[src/rtl/audio_dac_serializer_if.sv]
// audio_dac_serializer_if: sample push port of the I2S DAC serializer.
// The producer (master) offers one stereo pair per clk with 'write'; the
// serializer (slave) accepts it whenever 'write_ready' is high.
interface audio_dac_serializer_if #(
  parameter int DATA_WIDTH = 24
);

  logic                  write;
  logic [DATA_WIDTH-1:0] writedata_left;
  logic [DATA_WIDTH-1:0] writedata_right;
  logic                  write_ready;

  modport master (
    output write,
    output writedata_left,
    output writedata_right,
    input  write_ready
  );

  modport slave (
    input  write,
    input  writedata_left,
    input  writedata_right,
    output write_ready
  );

endinterface

[src/rtl/audio_dac_serializer.sv]
// audio_dac_serializer: stereo sample FIFO feeding an I2S DAC data line.
//
// Pairs are pushed in the clk domain. The codec's bit clock (AUD_BCLK) and
// frame clock (AUD_DACLRCK) are asynchronous; both go through identical
// 2-flop synchronisers and an edge-detect register so their edges line up
// exactly, three clk after the pin transition.
//
// Each LRCK falling edge starts a left slot: a pair is popped (or a fallback
// pair is used when the FIFO is empty, flagging a sticky underflow). The
// right sample waits in a staging register until the LRCK rising edge.
// Within a slot the first BCLK fall is the I2S one-bit delay, then the
// sample goes out MSB first, then the line idles at 0 until the next edge.
//
// Optional build macro DAC_UNDERFLOW_HOLD_EN: on underflow, replay the most
// recently popped pair instead of emitting silence (0/0).
module audio_dac_serializer #(
  parameter int DATA_WIDTH = 24,
  parameter int FIFO_DEPTH = 8
) (
  input  logic                          clk,
  input  logic                          reset_n,
  audio_dac_serializer_if.slave         bus,
  input  logic                          AUD_BCLK,
  input  logic                          AUD_DACLRCK,
  output logic                          AUD_DACDAT,
  output logic [$clog2(FIFO_DEPTH):0]   fifo_count,
  output logic                          underflow
);

  localparam int AW = $clog2(FIFO_DEPTH);
  localparam int CW = AW + 1;
  localparam int BW = $clog2(DATA_WIDTH + 1);

  localparam logic [AW-1:0] PTR_ONE_C  = AW'(1);
  localparam logic [CW-1:0] CNT_ONE_C  = CW'(1);
  localparam logic [CW-1:0] CNT_ZERO_C = CW'(0);
  localparam logic [CW-1:0] DEPTH_C    = CW'(FIFO_DEPTH);
  localparam logic [BW-1:0] BIT_ZERO_C = BW'(0);
  localparam logic [BW-1:0] BIT_ONE_C  = BW'(1);
  localparam logic [BW-1:0] LAST_BIT_C = BW'(DATA_WIDTH);

  typedef enum logic [1:0] {
    ST_IDLE  = 2'd0,
    ST_DELAY = 2'd1,
    ST_SHIFT = 2'd2,
    ST_PAD   = 2'd3
  } state_t;

  // ---------------------------------------------------------------------------
  // Codec clock synchronisers and edge detection
  // ---------------------------------------------------------------------------
  logic [1:0] bclk_sync_r;
  logic [1:0] lrck_sync_r;
  logic       bclk_prev_r;
  logic       lrck_prev_r;
  logic       bclk_fall_s;
  logic       lrck_fall_s;
  logic       lrck_rise_s;

  // Bring BCLK/LRCK into clk through matching 2-flop chains plus one history flop
  always_ff @(posedge clk or negedge reset_n) begin
    if (!reset_n) begin
      bclk_sync_r <= 2'b00;
      lrck_sync_r <= 2'b00;
      bclk_prev_r <= 1'b0;
      lrck_prev_r <= 1'b0;
    end else begin
      bclk_sync_r <= {bclk_sync_r[0], AUD_BCLK};
      lrck_sync_r <= {lrck_sync_r[0], AUD_DACLRCK};
      bclk_prev_r <= bclk_sync_r[1];
      lrck_prev_r <= lrck_sync_r[1];
    end
  end

  // Everything resets to 0, so no edge can be seen the first cycle after release.
  assign bclk_fall_s = bclk_prev_r & ~bclk_sync_r[1];
  assign lrck_fall_s = lrck_prev_r & ~lrck_sync_r[1];
  assign lrck_rise_s = ~lrck_prev_r & lrck_sync_r[1];

  // ---------------------------------------------------------------------------
  // Stereo pair FIFO
  // ---------------------------------------------------------------------------
  logic [DATA_WIDTH-1:0] mem_left_r  [FIFO_DEPTH];
  logic [DATA_WIDTH-1:0] mem_right_r [FIFO_DEPTH];
  logic [AW-1:0]         wr_ptr_r;
  logic [AW-1:0]         rd_ptr_r;
  logic [CW-1:0]         count_r;
  logic [CW-1:0]         count_nxt_s;
  logic                  write_ready_r;
  logic                  push_s;
  logic                  pop_s;
  logic [DATA_WIDTH-1:0] rd_left_s;
  logic [DATA_WIDTH-1:0] rd_right_s;

  // Decode push/pop and the resulting occupancy for this cycle
  always_comb begin
    push_s      = bus.write & write_ready_r;
    pop_s       = lrck_fall_s & (count_r != CNT_ZERO_C);
    count_nxt_s = count_r;
    if (push_s && !pop_s) begin
      count_nxt_s = count_r + CNT_ONE_C;
    end else if (pop_s && !push_s) begin
      count_nxt_s = count_r - CNT_ONE_C;
    end else begin
      count_nxt_s = count_r;
    end
  end

  // Sample storage; contents need no reset because the pointers gate every read
  always_ff @(posedge clk) begin
    if (push_s) begin
      mem_left_r[wr_ptr_r]  <= bus.writedata_left;
      mem_right_r[wr_ptr_r] <= bus.writedata_right;
    end
  end

  // Pointers wrap naturally since the depth is a power of two
  always_ff @(posedge clk or negedge reset_n) begin
    if (!reset_n) begin
      wr_ptr_r      <= {AW{1'b0}};
      rd_ptr_r      <= {AW{1'b0}};
      count_r       <= CNT_ZERO_C;
      write_ready_r <= 1'b1;
    end else begin
      if (push_s) begin
        wr_ptr_r <= wr_ptr_r + PTR_ONE_C;
      end
      if (pop_s) begin
        rd_ptr_r <= rd_ptr_r + PTR_ONE_C;
      end
      count_r       <= count_nxt_s;
      write_ready_r <= (count_nxt_s < DEPTH_C);
    end
  end

  assign rd_left_s  = mem_left_r[rd_ptr_r];
  assign rd_right_s = mem_right_r[rd_ptr_r];

  // ---------------------------------------------------------------------------
  // Fallback pair used when a frame starts with nothing buffered
  // ---------------------------------------------------------------------------
  logic [DATA_WIDTH-1:0] fb_left_s;
  logic [DATA_WIDTH-1:0] fb_right_s;

`ifdef DAC_UNDERFLOW_HOLD_EN
  logic [DATA_WIDTH-1:0] hold_left_r;
  logic [DATA_WIDTH-1:0] hold_right_r;

  // Remember the last popped pair so an underflow repeats it instead of muting
  always_ff @(posedge clk or negedge reset_n) begin
    if (!reset_n) begin
      hold_left_r  <= {DATA_WIDTH{1'b0}};
      hold_right_r <= {DATA_WIDTH{1'b0}};
    end else if (pop_s) begin
      hold_left_r  <= rd_left_s;
      hold_right_r <= rd_right_s;
    end
  end

  assign fb_left_s  = hold_left_r;
  assign fb_right_s = hold_right_r;
`else
  assign fb_left_s  = {DATA_WIDTH{1'b0}};
  assign fb_right_s = {DATA_WIDTH{1'b0}};
`endif

  logic [DATA_WIDTH-1:0] load_left_s;
  logic [DATA_WIDTH-1:0] load_right_s;

  // Choose what a left-slot start loads: fresh FIFO data or the fallback pair
  always_comb begin
    load_left_s  = fb_left_s;
    load_right_s = fb_right_s;
    if (pop_s) begin
      load_left_s  = rd_left_s;
      load_right_s = rd_right_s;
    end else begin
      load_left_s  = fb_left_s;
      load_right_s = fb_right_s;
    end
  end

  // ---------------------------------------------------------------------------
  // Slot sequencer and serialiser
  // ---------------------------------------------------------------------------
  state_t                state_r;
  logic [DATA_WIDTH-1:0] shift_r;
  logic [DATA_WIDTH-1:0] stage_r;
  logic [BW-1:0]         bit_cnt_r;
  logic                  dacdat_r;
  logic                  underflow_r;

  // LRCK edges (re)load a slot and take priority; BCLK falls step the output.
  // A BCLK fall coinciding with an LRCK edge is consumed as the delay bit.
  always_ff @(posedge clk or negedge reset_n) begin
    if (!reset_n) begin
      state_r     <= ST_IDLE;
      shift_r     <= {DATA_WIDTH{1'b0}};
      stage_r     <= {DATA_WIDTH{1'b0}};
      bit_cnt_r   <= BIT_ZERO_C;
      dacdat_r    <= 1'b0;
      underflow_r <= 1'b0;
    end else if (lrck_fall_s) begin
      shift_r   <= load_left_s;
      stage_r   <= load_right_s;
      bit_cnt_r <= BIT_ZERO_C;
      state_r   <= ST_DELAY;
      if (!pop_s) begin
        underflow_r <= 1'b1;
      end
      if (bclk_fall_s) begin
        dacdat_r <= 1'b0;
      end
    end else if (lrck_rise_s && (state_r != ST_IDLE)) begin
      shift_r   <= stage_r;
      bit_cnt_r <= BIT_ZERO_C;
      state_r   <= ST_DELAY;
      if (bclk_fall_s) begin
        dacdat_r <= 1'b0;
      end
    end else if (bclk_fall_s) begin
      case (state_r)
        ST_IDLE: begin
          dacdat_r <= 1'b0;
        end
        ST_DELAY: begin
          dacdat_r  <= shift_r[DATA_WIDTH-1];
          shift_r   <= {shift_r[DATA_WIDTH-2:0], 1'b0};
          bit_cnt_r <= BIT_ONE_C;
          state_r   <= ST_SHIFT;
        end
        ST_SHIFT: begin
          if (bit_cnt_r == LAST_BIT_C) begin
            dacdat_r <= 1'b0;
            state_r  <= ST_PAD;
          end else begin
            dacdat_r  <= shift_r[DATA_WIDTH-1];
            shift_r   <= {shift_r[DATA_WIDTH-2:0], 1'b0};
            bit_cnt_r <= bit_cnt_r + BIT_ONE_C;
          end
        end
        ST_PAD: begin
          dacdat_r <= 1'b0;
        end
        default: begin
          dacdat_r <= 1'b0;
          state_r  <= ST_IDLE;
        end
      endcase
    end
  end

  assign AUD_DACDAT      = dacdat_r;
  assign underflow       = underflow_r;
  assign fifo_count      = count_r;
  assign bus.write_ready = write_ready_r;

endmodule

[src/flat_wrapper.sv]
// flat-port wrapper written by rule: the top's interface ports become plain ports
module audio_dac_serializer_flat 
#(
  parameter int DATA_WIDTH = 24,
  parameter int FIFO_DEPTH = 8
)
  (clk, reset_n, AUD_BCLK, AUD_DACLRCK, AUD_DACDAT, fifo_count, underflow, bus_write, bus_writedata_left, bus_writedata_right, bus_write_ready);
  audio_dac_serializer_if #(.DATA_WIDTH(DATA_WIDTH)) bus_i ();
  input  logic clk;
  input  logic reset_n;
  input  logic AUD_BCLK;
  input  logic AUD_DACLRCK;
  output logic AUD_DACDAT;
  output logic [$clog2(FIFO_DEPTH):0] fifo_count;
  output logic underflow;
  input wire logic [$bits(bus_i.write)-1:0] bus_write;
  input wire logic [$bits(bus_i.writedata_left)-1:0] bus_writedata_left;
  input wire logic [$bits(bus_i.writedata_right)-1:0] bus_writedata_right;
  output wire logic [$bits(bus_i.write_ready)-1:0] bus_write_ready;
  assign bus_i.write = bus_write;
  assign bus_i.writedata_left = bus_writedata_left;
  assign bus_i.writedata_right = bus_writedata_right;
  assign bus_write_ready = bus_i.write_ready;
  audio_dac_serializer #(.DATA_WIDTH(DATA_WIDTH), .FIFO_DEPTH(FIFO_DEPTH)) u_core (.clk(clk), .reset_n(reset_n), .bus(bus_i), .AUD_BCLK(AUD_BCLK), .AUD_DACLRCK(AUD_DACLRCK), .AUD_DACDAT(AUD_DACDAT), .fifo_count(fifo_count), .underflow(underflow));
endmodule
[config.mk]
export PLATFORM = sky130hd
export DESIGN_NAME = audio_dac_serializer_flat
export DESIGN_NICKNAME = d
export VERILOG_FILES = /design/src/rtl/audio_dac_serializer_if.sv /design/src/rtl/audio_dac_serializer.sv /design/src/flat_wrapper.sv
export SDC_FILE = /design/constraint.sdc
export NUM_CORES = 1
export LEC_CHECK = 0
export ABC_AREA = 1
export CORE_MARGIN = 2
export CORE_UTILIZATION = 58
export DETAILED_ROUTE_END_ITERATION = 6
export GPL_TIMING_DRIVEN = 1
export HOLD_SLACK_MARGIN = 0.05
export PLACE_DENSITY = 0.82
export SLEW_MARGIN = 15
export SYNTH_ARGS = -nofsm -noshare
export SYNTH_HDL_FRONTEND = slang
export SYNTH_SLANG_ARGS = --single-unit
[constraint.sdc]
create_clock -name clk -period 6.3 [get_ports clk]
set_clock_uncertainty 0.15 [all_clocks]
set_input_delay 1.26 -clock clk [delete_from_list [all_inputs] [get_ports clk]]
set_output_delay 1.26 -clock clk [all_outputs]
set_load 0.02 [all_outputs]
==> run metrics, run 1 <==
status completed; leading cell type in the layout, fill and taps excluded edfxtp_1; starting density of the core 58.9%; crit path kind in -> reg; Register-to-Register Path Depth 6; layout cells sized above 1 6.87%; drt via density 5.72; ys flop type edfxtp_1; Syn Nets 1816; Worst Hold Class reg -> reg; final hold viol count 0; fin crit share 56.5%; setup tns final 0 ps; GP Congestion 0.873; Worst Path Arrival 3630 ps; Post-synth EDFFs 384; Fill cells 2244; drc violations 0; Final Power 9320 µW; Critical Path RT 6370 ps; Die Width 186 µm; synthesized area per cell 10.9 µm²; die area 34500 µm²; H-tree depth 2; initial antenna violation count 0; peak supply drop 0.318 mV; Post-DRT Antenna Nets 0; # diodes 0; total wire length 45200 µm; aggregate global routing overflow 0; clk sinks 458; r2r startpoint u_core.rd_ptr_r[0]; Post-Synthesis Cells 1752; first-pass GRT wire length 70000 µm; most frequent cells in the layout edfxtp_1 (384), nand2_1 (382), inv_1 (206), nor2_1 (190), nand3_1 (176); Clock Path Buffers 3; slew at the pin with the worst max-slew slack 1160 ps; Cell Area, Synth 19200 µm²; Buffers on Ports 59; CTS root buffer clkbuf_16; crit-path most repeated cell nand2_1; DR WL/cell 20.0 µm; YS warnings 0; 1st-iter DRT viols 1631; DP HPWL 25500 µm; vias in the first global route 12800; worst-path fanout max 31; CP Capture Type flip-flop; area grow syn2layout 12.3%; flop2flop setup slack 2920 ps; sequential cell area fraction in the yosys report 69.8%; post-synthesis register bit count 458; worst reg2reg endpoint u_core.stage_r[22]; largest net degree at the start of global routing 121; core box area 32500 µm²; hold path depth 0; fmax 281 MHz; final setup vio count 0; Tot GR Track Use 26.8%; Worst Hold Endpoint u_core.bclk_sync_r[1]; CP cell instances clkdlybuf4s50_1 > nand2_1 > inv_1 > nand2_1 > nor2_4 > buf_4; relative slew slack 22.3%; max cap viols 0; Worst-path clk slew 60 ps; row cnt 66; Final Max Tran Viols 0; Die H 186 µm; TritonCTS clock tree done; Resize count post-CTS 0; total CTS buffers 45; Power per Cell Area 433 nW/µm²; Slowest Stage Delay on Critical Path 900 ps; startpoint types input port; RSZ-0062 raised after global routing false; Final #Nets 1847; post-CTS setup buffer count 0; count of cell types in the netlist 33; Min Hold Slack 206 ps; min-delay src u_core.bclk_sync_r[0]; LEAKAGE 0.00854 µW; fin crit period 3560 ps; IO Count 60; Clock Latency Late Sink 550 ps; async set-reset flop share out of synthesis 16.2%; hold buffers post-CTS 0; first drt pass iteration count 6; worst-path cell with the longest stage delay nor2_4; vias post-DR 12900
[layer usage]
| metal | vias up | GRT usage, % | wire, µm |
|---|---|---|---|
| met2 | 690 | 44.4 | 22200 |
| met1 | 6229 | 35.8 | 17600 |
| met3 | 101 | 4.79 | 4200 |
| li1 | 5910 | - | - |
| met5 | - | 0 | 0 |
| met4 | 0 | 9.54 | 1250 |
[critical path, delay by kind of cell]
family                 cells  cell delay, ps
buffers and inverters      3            1060
AND/OR/NAND/NOR            3            1290
[registers in the layout, summed over array words and instances (netlist names), 3 cells and up]
name / cells
u_core.bit_cnt_r: 5
u_core.fifo_count: 4
u_core.mem_left_r: 192
u_core.mem_right_r: 192
u_core.rd_ptr_r: 3
u_core.shift_r: 24
u_core.stage_r: 24
u_core.wr_ptr_r: 3
[Yosys cell counts (all sizes together) (2+ instances only)]
library cell,number,share of area [%]
o21ai,113,3.0
nand4,4,0.13
nor2,212,4.3
or2,2,0.065
o211ai,48,1.9
nand3,176,4.6
nor3,4,0.10
dfrtp,73,9.5
nand2,384,7.6
ha,11,0.72
buf,57,1.7
xor2,4,0.18
inv,212,4.2
a21oi,28,0.79
clkbuf,34,0.67
edfxtp,384,60
[logic make-up (layout without fill, tap and decap cells)]
logic type / after synthesis / count (layout) / synth area share (%)
AND/OR/NAND/NOR: 783 / 783 / 16.9
flip-flops: 458 / 458 / 69.8
buffers and inverters: 303 / 371 / 6.56
AO/OA/AOI/OAI: 193 / 193 / 5.82
adder cells (fa/ha/maj): 11 / 11 / 0.718
XOR/XNOR: 4 / 4 / 0.183
[report_power, final]
part | internal [µW] | leakage [µW] | switching [µW] | total [µW]
Combinational | 809 | 0.00349 | 1890 | 2700
Sequential | 3710 | 0.00434 | 309 | 4020
Clock | 1500 | 0.000710 | 1110 | 2610
Total | 6010 | 0.00854 | 3310 | 9320
[area by class of cell]
cell class                      instances  area, µm²  area share, %
Sequential cell                       458      13400           62.2
Clock buffer                           60       1220           5.68
Timing Repair Buffer                   75        753           3.50
Tap cell                              442        553           2.57
Clock inverter                         24        220           1.02
Inverter                              212        798           3.71
Multi-Input combinational cell        991       4580           21.3
[per-stage QoR]
step	utilization, %	setup slack [ps]	area [µm²]	cells
after floorplan	-	2010	19200	1752
after global placement	61.6	2190	20000	2176
after detailed placement	61.6	2120	20000	2176
after CTS	66.0	2670	21500	2260
after global routing	66.1	2630	21500	2262
final	66.1	2740	21500	2262
[worst max-delay path by stage]
stage                                endpoint  startpoint  slack [ps]  cells past startpoint
global placement    u_core.mem_right_r[2][17]   bus_write        2190                      5
floorplan             u_core.mem_left_r[0][0]   bus_write        2010                      3
global route          u_core.mem_left_r[5][5]   bus_write        2630                      6
detailed placement   u_core.mem_right_r[1][4]   bus_write        2120                      6
finish                u_core.mem_left_r[5][5]   bus_write        2740                      6
CTS                  u_core.mem_right_r[1][4]   bus_write        2670                      6
Note: power is estimated with default switching activity, not from simulation.
==> inputs of run 2 (changes only) <==
CORE_UTILIZATION = 55   (was 58)
PLACE_DENSITY = 0.81   (was 0.82)
clock period = 3.2 ns   (was 6.3 ns; I/O delays follow)
==> run 2 against run 1 <==
  * Worst setup slack worse by 2000 ps
  * Largest power group unchanged
  * Clock power is 96% higher
  * Die area is 5.3% higher
  * Utilization is 3.0 points lower
  * Via count is 2.2% lower
  * Sequential share of layout area is 0.66 points lower
  * First-iteration DRC count is 12% lower
  * Register-to-register slack worse by 2100 ps
==> run metrics, run 2 (synthesized netlist as in run 1, its figures left out) <==
Slowest Stage Delay on Critical Path 590 ps (-310 ps); Clock Path Buffers 3 (unchanged); Fill cells 2487 (+11%); clk sinks 458 (unchanged); sw frac 34.5% (-1.0 points); first-pass GRT wire length 66900 µm (-4.4%); area occupied by multi-input gates 4580 µm² (unchanged); Critical Path RT 2410 ps (-3960 ps); Tot GR Track Use 23.7% (-3.1 points); peak supply drop 0.614 mV (+93%); Clock Latency Late Sink 550 ps (about the same); Min Hold Slack 210 ps (+4.48 ps); Register-to-Register Path Depth 8 (+2); H-tree depth 2 (unchanged); TritonCTS clock tree done; Worst Hold Class reg -> reg; most frequent cells in the layout edfxtp_1 (384), nand2_1 (382), inv_1 (206), nor2_1 (190), nand3_1 (176); row cnt 68 (+3.0%); crit path launch u_core.bus.write_ready; fmax 407 MHz; core box area 34500 µm² (+5.9%); clock share of power 27.9% (about the same); crit path kind reg -> out; Buffers on Ports 59 (unchanged); slew at the pin with the worst max-slew slack 758 ps (-405 ps); initial antenna violation count 0 (unchanged); Final Worst Setup Slack 746 ps (-1990 ps); startpoint types flip-flop; drt via density 5.52 (-3.4%); CP Capture Type output port; Internal 12000 µW (+100%); vias in the first global route 12900 (+0.56%); Resize count post-CTS 0 (unchanged); part of the power in combinational logic 30.0% (+1.1 points); worst-path cell with the longest stage delay clkdlybuf4s50_1; dpl ws 481 ps (-1640 ps); Layout Utilization 63.1% (-3.0 points); area grow syn2layout 13.5%; r2r startpoint u_core.state_r[0]; sequential share of power 42.0% (-1.1 points); RSZ-0062 raised after global routing false; GP Congestion 0.864 (-1.0%); CTS root buffer clkbuf_16; CP endpoint bus_write_ready; flop2flop setup slack 800 ps (-2120 ps); setup tns final 0 ps (unchanged); # diodes 0 (unchanged); aggregate global routing overflow 0 (unchanged); Largest regs u_core.mem_left_r x192, u_core.mem_right_r x192; Post-DRT Antenna Nets 0 (unchanged); max cap viols 0 (unchanged); Worst-path clk slew 60 ps (about the same); Die Width 191 µm (+2.6%); Crit. path cell count 1 (-5); starting density of the core 55.6% (-3.3 points); LEAKAGE 0.00864 µW (+1.1%); Die H 191 µm (+2.6%); die area 36300 µm² (+5.3%); Worst Path Arrival 1660 ps (-1970 ps); vias post-DR 12600 (-2.2%); final setup vio count 0 (unchanged); Final Max Tran Viols 0 (unchanged); FF+latch area 13400 µm² (unchanged); worst reg2reg endpoint u_core.shift_r[12]; Top delay family on crit path buffers and inverters; NetSw 6320 µW (+91%); Buf+Inv Stages, Crit Path 1 (-2); largest net degree at the start of global routing 105 (-13%); Final #Nets 1863 (+0.87%); DP HPWL 23800 µm (-6.9%); total CTS buffers 46 (+2.2%); CP cell instances clkdlybuf4s50_1; 1st-iter DRT viols 1442 (-12%); IO Count 60 (unchanged); fin crit period 2450 ps; post-CTS setup buffer count 0 (unchanged); leading cell type in the layout, fill and taps excluded edfxtp_1; worst-path fanout max 2 (-94%); DR WL/cell 18.3 µm (-8.4%); total wire length 41900 µm (-7.3%); final hold viol count 0 (unchanged); drc violations 0 (unchanged); Power per Cell Area 843 nW/µm² (+94%); first drt pass iteration count 5 (-1); layout cells sized above 1 7.14% (+0.27 points); fin crit share 76.7%; relative slew slack 49.5% (+27 points); status completed
[run 2: timing repair]
action                                  4_1_cts  5_1_grt
endpoints found under the setup margin        0        0
hold endpoints to repair                     51        0
hold buffers                                  1        0
[run 2: power groups by stage]
| stage | clock network, µW | registers (µW) | logic, µW |
|---|---|---|---|
| 2_1_floorplan | 0 | 7700 | 3880 |
| 3_3_place_gp | 0 | 7770 | 5210 |
| 3_5_place_dp | 0 | 7810 | 5430 |
| 4_1_cts | 5180 | 7700 | 5500 |
| 5_1_grt | 5440 | 7780 | 6140 |
| 6_report | 5120 | 7700 | 5510 |
[run 2: routing by layer]
metal	part of all wire [%]	global-route usage (%)	routed length, µm	up-vias
li1	-	-	-	5949
met1	40	30.9	16800	6074
met2	50	40.3	20800	535
met3	7.7	3.94	3220	90
met4	2.6	8.32	1100	0
met5	0	0	0	-
[run 2: worst min-delay path by stage]
stage	cells past startpoint	startpoint	slack [ps]	endpoint
floorplan	0	u_core.bclk_sync_r[0]	180	u_core.bclk_sync_r[1]
global placement	0	u_core.bclk_sync_r[0]	190	u_core.bclk_sync_r[1]
detailed placement	0	u_core.bclk_sync_r[0]	200	u_core.bclk_sync_r[1]
CTS	0	u_core.bclk_sync_r[0]	210	u_core.bclk_sync_r[1]
global route	0	u_core.bclk_sync_r[0]	220	u_core.bclk_sync_r[1]
finish	0	u_core.bclk_sync_r[0]	210	u_core.bclk_sync_r[1]
[run 2: area by class of cell]
type / count / share of cell area (%)
clock buffer: 64 / 5.99
clock inverter: 20 / 0.621
inverter: 212 / 3.67
multi-input combinational: 991 / 21.1
sequential: 458 / 61.6
tap: 455 / 2.62
timing repair buffer: 90 / 4.48
[run 2: stage by stage]
step / total power, µW / instance area (µm²) / cells
floorplan: 11600 / 19200 / 1752
global placement: 13000 / 20300 / 2205
detailed placement: 13200 / 20300 / 2205
CTS: 18400 / 21800 / 2290
global route: 19400 / 21800 / 2290
finish: 18300 / 21800 / 2290
